`src/rtl/seg7_result_scan.sv`:
```
// seg7_result_scan
//
// Shows the CPU result register as 8 hex digits on a common-anode 7-segment array.
// The digits are time-multiplexed. The value is captured into a shadow register only
// at the frame wrap, so a store that lands mid-scan never tears the displayed value.
//
// Parameters:
//   CLK_DIV     clk cycles per digit slot (>= 2)
//
// Ports:
//   clk         system clock, posedge
//   rst_n       asynchronous active-low reset
//   result      value to display; digit k shows result[4k+3:4k]
//   hold        1 = keep the current shadow at the frame wrap
//   an          digit anodes, active-low, one-hot-low while scanning
//   seg         {dp,g,f,e,d,c,b,a}, active-low, dp always off
//   frame_done  one-cycle pulse when digit 0 of a new frame is lit
//
// Optional build macro:
//   SEG7_LEADING_ZERO_BLANK_EN  blanks leading-zero digits (digit 0 is never blanked)

module seg7_result_scan #(
    parameter int unsigned CLK_DIV = 100000
) (
    input  logic        clk,
    input  logic        rst_n,
    input  logic [31:0] result,
    input  logic        hold,
    output logic [7:0]  an,
    output logic [7:0]  seg,
    output logic        frame_done
);

    localparam int unsigned CntW = (CLK_DIV > 1) ? $clog2(CLK_DIV) : 1;
    localparam logic [CntW-1:0] CntMax = CntW'(CLK_DIV - 1);

    logic [CntW-1:0] cnt_q, cnt_d;
    logic [2:0]      idx_q, idx_d;
    logic [31:0]     shadow_q, shadow_d;
    logic [7:0]      an_q, an_d;
    logic [7:0]      seg_q, seg_d;
    logic            fd_q, fd_d;

    logic            tick;
    logic [31:0]     shown_sh;

    // Active-low glyphs, bit order {g,f,e,d,c,b,a}.
    function automatic logic [6:0] hex7(input logic [3:0] n);
        logic [6:0] g;
        case (n)
            4'h0: g = 7'h40;
            4'h1: g = 7'h79;
            4'h2: g = 7'h24;
            4'h3: g = 7'h30;
            4'h4: g = 7'h19;
            4'h5: g = 7'h12;
            4'h6: g = 7'h02;
            4'h7: g = 7'h78;
            4'h8: g = 7'h00;
            4'h9: g = 7'h10;
            4'hA: g = 7'h08;
            4'hB: g = 7'h03;
            4'hC: g = 7'h46;
            4'hD: g = 7'h21;
            4'hE: g = 7'h06;
            default: g = 7'h0E;
        endcase
        return g;
    endfunction

    assign tick = (cnt_q == CntMax);

    always_comb begin
        cnt_d    = tick ? '0 : cnt_q + 1'b1;
        idx_d    = idx_q;
        shadow_d = shadow_q;
        an_d     = an_q;
        seg_d    = seg_q;
        fd_d     = 1'b0;
        shown_sh = '0;

        if (tick) begin
            // idx 7 wraps to 0 naturally in 3 bits
            idx_d = idx_q + 3'd1;
            an_d  = ~(8'h01 << idx_d);
            if (idx_q == 3'd7) begin
                fd_d = 1'b1;
                if (!hold) begin
                    shadow_d = result;
                end
            end
            // shadow_d is the value this frame shows, including a fresh sample at the wrap
            shown_sh = shadow_d >> {idx_d, 2'b00};
            seg_d    = {1'b1, hex7(shown_sh[3:0])};
`ifdef SEG7_LEADING_ZERO_BLANK_EN
            // Digit k is blank when nibbles k..7 are all zero; anode stays on for even timing
            if (idx_d != 3'd0 && shown_sh == 32'h0) begin
                seg_d = 8'hFF;
            end
`endif
        end
    end

    always_ff @(posedge clk or negedge rst_n) begin
        if (!rst_n) begin
            cnt_q    <= '0;
            idx_q    <= 3'd7;
            shadow_q <= 32'h0;
            an_q     <= 8'hFF;
            seg_q    <= 8'hFF;
            fd_q     <= 1'b0;
        end else begin
            cnt_q    <= cnt_d;
            idx_q    <= idx_d;
            shadow_q <= shadow_d;
            an_q     <= an_d;
            seg_q    <= seg_d;
            fd_q     <= fd_d;
        end
    end

    assign an         = an_q;
    assign seg        = seg_q;
    assign frame_done = fd_q;

endmodule

```
`config.mk`:
```
export PLATFORM = sky130hd
export DESIGN_NAME = seg7_result_scan
export DESIGN_NICKNAME = d
export VERILOG_FILES = /design/src/rtl/seg7_result_scan.sv
export SDC_FILE = /design/constraint.sdc
export NUM_CORES = 1
export LEC_CHECK = 0
export ABC_AREA = 1
export BUFFER_PORTS_ARGS = -buffer_cell sky130_fd_sc_hd__clkbuf_2
export CAP_MARGIN = 25
export CORE_ASPECT_RATIO = 0.9
export CORE_MARGIN = 3
export CORE_UTILIZATION = 31
export DETAILED_ROUTE_END_ITERATION = 8
export GPL_TIMING_DRIVEN = 1
export PLACE_DENSITY = 0.58
export SYNTH_ARGS = -nofsm -noshare
export SYNTH_HDL_FRONTEND = slang
export SYNTH_SLANG_ARGS = --single-unit
```
`constraint.sdc`:
```
create_clock -name clk -period 3.47 [get_ports clk]
set_clock_uncertainty 0.15 [all_clocks]
set_input_delay 0.347 -clock clk [delete_from_list [all_inputs] [get_ports clk]]
set_output_delay 0.347 -clock clk [all_outputs]
set_load 0.005 [all_outputs]
```
==> qor.yml, run 1 <==
antenna_found_initial: 0
cts_tree: "yes"
layout-drive-gt1-share: 0.1974
reg2reg_to: "seg[1]"
power_density_nw_per_um2: 384.4
grt_pass1_wl_mm: 16.56
numCtsBuffers: 9
crit_required_ns: 3.58
slew_violations: 0
drc: 0
setup_viol: 0
die-area_um2: 13790
cp_max_fo: 18
cts_max_path_buffers: 2
cap_violations: 0
synthCells: 485
hpwlAfterDp_mm: 6.882
vias_per_cell: 4.899
post-route-period-util: 0.8710
timing.rr.start: "idx_q[1]"
ant_nets: 0
hold_path.startpoint: "result[1]"
syn_area_um2: 3849
io_pins: 52
grt.total_usage: 0.1514
worstSetupPathType: "flip-flop to flip-flop"
clock_sinks: 68
drt-initial-drc-count: 260
grt_max_degree: 66
min_path_type: "primary input to flip-flop"
routedWlPerCell_um: 13.90
htreeDepth: 3
die_width_um: 123.5
ys_seq_area_frac: 0.4480
synthXorXnorAreaFrac: 0.009103
die_height_um: 111.7
tns_ns: 0
hold_end: "shadow_q[1]"
overflow: 0
row_count: 37
portBuffers: 50
cts_root_buf: "clkbuf_16"
clock_latency_ns: 0.33
synth_top_family_by_area: "simple AND/OR/NAND/NOR gates"
synth_compound_area_frac: 0.09818
vdd.ir_drop.worst_uv: 232.9
grt_pass1_vias: 3355
ys_warn_count: 0
startpoint_type: "flip-flop"
worst_hold_path.num_cells: 3
outcome: "finished, final reports clean"
yosysUniqueCellTypes: 30
cp.arrival_ns: 3.13
drt_pass1_iterations: 5
ys_ff_latch: 68
fin_crit_ns: 3.022
antenna_cells: 0
max_slew_margin: 0.5552
tightest_slew_ns: 0.6672
fmax_ghz: 0.3309
yosys.area_share.adder: 0.04226
synthSimpleGateAreaFrac: 0.3218
areaGrowthSynthToFinish_pct: 16.25
wl_mm: 9.632
reg2reg_slack_ns: 0.45
clkTransAtPathRegs_ns: 0.06
reg2reg_depth: 14
syn-num-nets: 533
cp-end-kind: "flip-flop"
rsz0062_at_grt: "no"
hold_violations: 0
post_cts_buffers: 0
initial_utilization: 0.3273
final_core_util: 0.3805
place.gp.congestion: 0.8518
coreArea_um2: 11760
leakagePower_nw: 2.092
syn_avg_cell_area_um2: 7.935
final_nets: 580
vias: 3395
yosys-mux-area-fraction: 0
-- cell families after synthesis --
group                      after synthesis
buffers and inverters                   57
AOI/OAI and AO/OA                       63
xor gates and xnor gates                 4
adders and majority gates               13
and+or+nand+nor                        279
DFF                                     68
other                                    1
-- routing by layer --
metal  global-route usage  up-vias  wire length [um]
met5                    0        -                 0
met4              0.04945        0               117
met3              0.03606       13               549
met2               0.2246       83              4302
met1               0.2166     1582              4663
li1                     -     1717                 -
-- layout by cell type, fill, tap and decap left out, types with 9 or more instances in the layout --
cell       count
o21ai_0       12
nand2_1      109
a21oi_1       12
nor2_1        67
a31oi_1       36
ha_1          13
dfrtp_1       50
dfstp_2       18
clkbuf_16      9
clkbuf_2      49
inv_1         28
nand3_1       83
-- area by class of cell --
cell class                 instances  area [um2]
timing repair buffer              58       312.8
tap                              156       195.2
multi-input combinational        360        1818
sequential                        68        1724
inverter                          35       131.4
fill                            1230        7284
clock buffer                      15       287.8
clock inverter                     1       5.005
-- sequential cells by signal, summed over array words and instances (netlist names) --
signal      count
an              8
cnt_q          17
frame_done      1
idx_q           3
seg             7
shadow_q       32
-- critical path, stage by stage, from the launching register on --
cell,delay (ns)
dfstp_2,0.57
ha_1,0.17
ha_1,0.33
inv_2,0.10
nor2_4,0.36
nand2_1,0.14
nand3_1,0.10
nand3_1,0.09
nand3_1,0.09
nand2_1,0.15
ha_1,0.32
nand3_1,0.10
nor2_1,0.10
nor2_1,0.05
a21oi_1,0.12
-- metrics by stage --
step                cell area [um2]  hold WS, ns  setup slack, ns  cells  power, mW
detailed placement             4172       0.2716           0.4385    676     0.8503
global route                   4474       0.1498          0.09605    693      1.789
CTS                            4474       0.1263           0.4476    693      1.750
finish                         4474       0.1385           0.4476    693      1.720
global placement               4172       0.2641           0.5564    676     0.8510
floorplan                      3849     -0.09859           0.6669    485     0.8127
-- report_power, final --
group	total, mW	internal, mW	leakage, nW	switching [mW]
clock network	0.883	0.561	0.146	0.322
registers	0.795	0.795	0.703	0
logic	0.0421	0.0160	1.24	0.0260
-- cell usage after synthesis --
cell type    n  area [um2]
buf_4        6       45.04
dfstp_2     18       473.0
dfrtp_1     50        1251
buf_6        8       90.09
nand2_1    109       409.1
ha_1        13       162.7
o31ai_1      1       7.510
nor4_1       2       12.51
o21ai_4      1       16.27
nor2_1      67       251.5
nand3b_1     2       15.01
clkinv_1     2       7.510
nor3_1       1       5.000
nand3_2      4       40.04
o21ai_0     12       60.06
nor4_2       1       12.51
nand3_1     83       415.4
nor2_4       1       11.26
buf_2        8       40.04
a31oi_1     36       225.2
xnor2_1      1       8.760
inv_1       28       105.1
a21oi_1     12       60.06
nand2_2      2       12.51
nand4_1      5       31.28
conb_1       1       3.750
a21oi_2      1       8.760
nand2_4      2       22.52
inv_2        5       18.77
xor2_1       3       26.28
-- worst max path at each step --
stage / slack, ns / cells past startpoint / startpoint / endpoint
finish: 0.45 / 14 / idx_q[1] / seg[1]
global route: 0.1 / 15 / idx_q[1] / seg[6]
CTS: 0.45 / 14 / idx_q[1] / seg[1]
detailed placement: 0.44 / 14 / idx_q[1] / seg[1]
global placement: 0.56 / 15 / idx_q[1] / seg[5]
floorplan: 0.67 / 17 / idx_q[0] / seg[3]
-- timing repair --
item                      in CTS  in global routing
resized for setup              0                  0
hold buffers                   1                  0
hold endpoints to repair      18                  0
Power figures use the tool's default switching activity.
==> inputs of run 2 (changes only) <==
Settings changed: CTS_BUF_LIST from default to sky130_fd_sc_hd__clkbuf_16, SKIP_CTS_REPAIR_TIMING from default to 1.
Clock period 3.47 ns to 3.84 ns, I/O delays scaled along.
==> qor.yml, run 2 (synthesized netlist as in run 1, its figures left out) <==
cap_violations: 0  # unchanged
tightest_slew_ns: 0.8738  # +0.2067 ns
rsz0062_at_grt: "no"
antenna_cells: 0  # unchanged
hpwlAfterDp_mm: 6.952  # +1.0%
cts_max_path_buffers: 2  # unchanged
die_width_um: 123.5  # unchanged
drc: 0  # unchanged
cts_root_buf: "clkbuf_16"
numCtsBuffers: 9  # unchanged
outcome: "finished, final reports clean"
vias_per_cell: 4.980  # +1.6%
vdd.ir_drop.worst_uv: 181.4  # -22%
grt.total_usage: 0.1442  # -0.007173
die-area_um2: 13790  # unchanged
fmax_ghz: 0.3152  # -4.7%
place.gp.congestion: 0.8446  # -0.85%
fin_crit_ns: 3.172  # +0.1497 ns
largest_reg_flops: 32  # unchanged
drt_pass1_iterations: 7  # +2
crit_required_ns: 3.95  # +0.37 ns
routedWlPerCell_um: 13.84  # -0.42%
min_path_type: "primary input to async pin"
power_density_nw_per_um2: 374.8  # -2.5%
cp_max_fo: 18  # unchanged
io_pins: 52  # unchanged
mostFrequentLayoutCell: "nand2_1"
ant_nets: 0  # unchanged
clock_sinks: 68  # unchanged
vias: 3441  # +1.4%
pre_cts_ws_ns: 0.7332  # +0.2947 ns
cp.arrival_ns: 3.28  # +0.15 ns
slew_violations: 0  # unchanged
fill_cells: 1211  # -1.5%
initial_utilization: 0.3273  # unchanged
startpoint: "idx_q[0]"
setup_slack_ns: 0.6679  # +0.2203 ns
grt_max_degree: 40  # -39%
antenna_found_initial: 0  # unchanged
die_height_um: 111.7  # unchanged
tns_ns: 0  # unchanged
cp-end-kind: "flip-flop"
areaGrowthSynthToFinish_pct: 16.84
setup_viol: 0  # unchanged
leakagePower_nw: 2.106  # +0.63%
clkTransAtPathRegs_ns: 0.06  # about the same
hold_violations: 0  # unchanged
grt_pass1_vias: 3251  # -3.1%
drt-initial-drc-count: 254  # -2.3%
wl_mm: 9.564  # -0.71%
worstSetupPathType: "flip-flop to flip-flop"
post-route-period-util: 0.8261  # -0.04493
fin_hold_ws_ns: 0.02673  # -0.1117 ns
coreArea_um2: 11760  # unchanged
layout_common_cells: "nand2_1 (109), nand3_1 (83), nor2_1 (67), dfrtp_1 (50), clkbuf_2 (49)"
grt_pass1_wl_mm: 16.02  # -3.3%
final_nets: 578  # -0.34%
htreeDepth: 3  # unchanged
layout-drive-gt1-share: 0.1963  # -0.001131
overflow: 0  # unchanged
timing.rr.start: "idx_q[0]"
max_slew_margin: 0.4174  # -0.1378
clock_latency_ns: 0.33  # about the same
row_count: 37  # unchanged
regMostFlops: "shadow_q"
portBuffers: 50  # unchanged
startpoint_type: "flip-flop"
cts_tree: "yes"
[run 2: area by class of cell]
class                   instances  area (um2)  share of cell area
clock buffers                   9       225.2             0.05008
clock inverters                 7       107.6             0.02393
inverters                      35       131.4             0.02922
multi-input cells             360        1818              0.4043
flip-flops and latches         68        1724              0.3834
well taps                     156       195.2             0.04341
repair buffers                 56       295.3             0.06566
[run 2: metal layers]
metal,global-route usage,vias up,share of wire
met3,0.02692,15,0.052
met5,0,-,0
met2,0.2141,89,0.45
met4,0.05387,0,0.016
li1,-,1714,-
met1,0.2079,1623,0.48
[run 2: critical path, stage by stage (launching register included)]
cell and delay, ns:
dfstp_2 0.65, ha_1 0.19, ha_1 0.34, inv_2 0.09
nor2_4 0.37, nand2_1 0.16, nand3_1 0.12, nand3_1 0.11
nand3_1 0.10, nand2_1 0.13, ha_1 0.30, nand3_1 0.10
nor2_1 0.11, nor2_1 0.05, a21oi_1 0.13
[run 2: worst paths after layout]
check	slack, ns	cells past startpoint	to
max	0.67	14	seg[1]
min	0.03	1	shadow_q[12]
max reg2reg	0.67	14	seg[1]
min reg2reg	0.31	1	cnt_q[0]
max in group asynchronous	2.59	2	shadow_q[4]
min in group clk	0.16	3	shadow_q[21]
[run 2: stage by stage]
| stage | utilization | area (um2) | power, mW | instances |
|---|---|---|---|---|
| 6_report | 0.3824 | 4497 | 1.685 | 691 |
| 5_1_grt | 0.3824 | 4497 | 1.738 | 691 |
| 4_1_cts | 0.3824 | 4497 | 1.705 | 691 |
| 3_5_place_dp | 0.3541 | 4164 | 0.7684 | 675 |
| 3_3_place_gp | 0.3541 | 4164 | 0.7682 | 675 |
| 2_1_floorplan | - | 3849 | 0.7344 | 485 |
[run 2: where the power goes]
| group | internal (mW) | leakage [nW] | switching (mW) | total [mW] |
|---|---|---|---|---|
| clock network | 0.627 | 0.168 | 0.303 | 0.931 |
| logic | 0.0132 | 1.23 | 0.0236 | 0.0368 |
| registers | 0.718 | 0.703 | 0 | 0.718 |
| total | 1.36 | 2.11 | 0.327 | 1.69 |
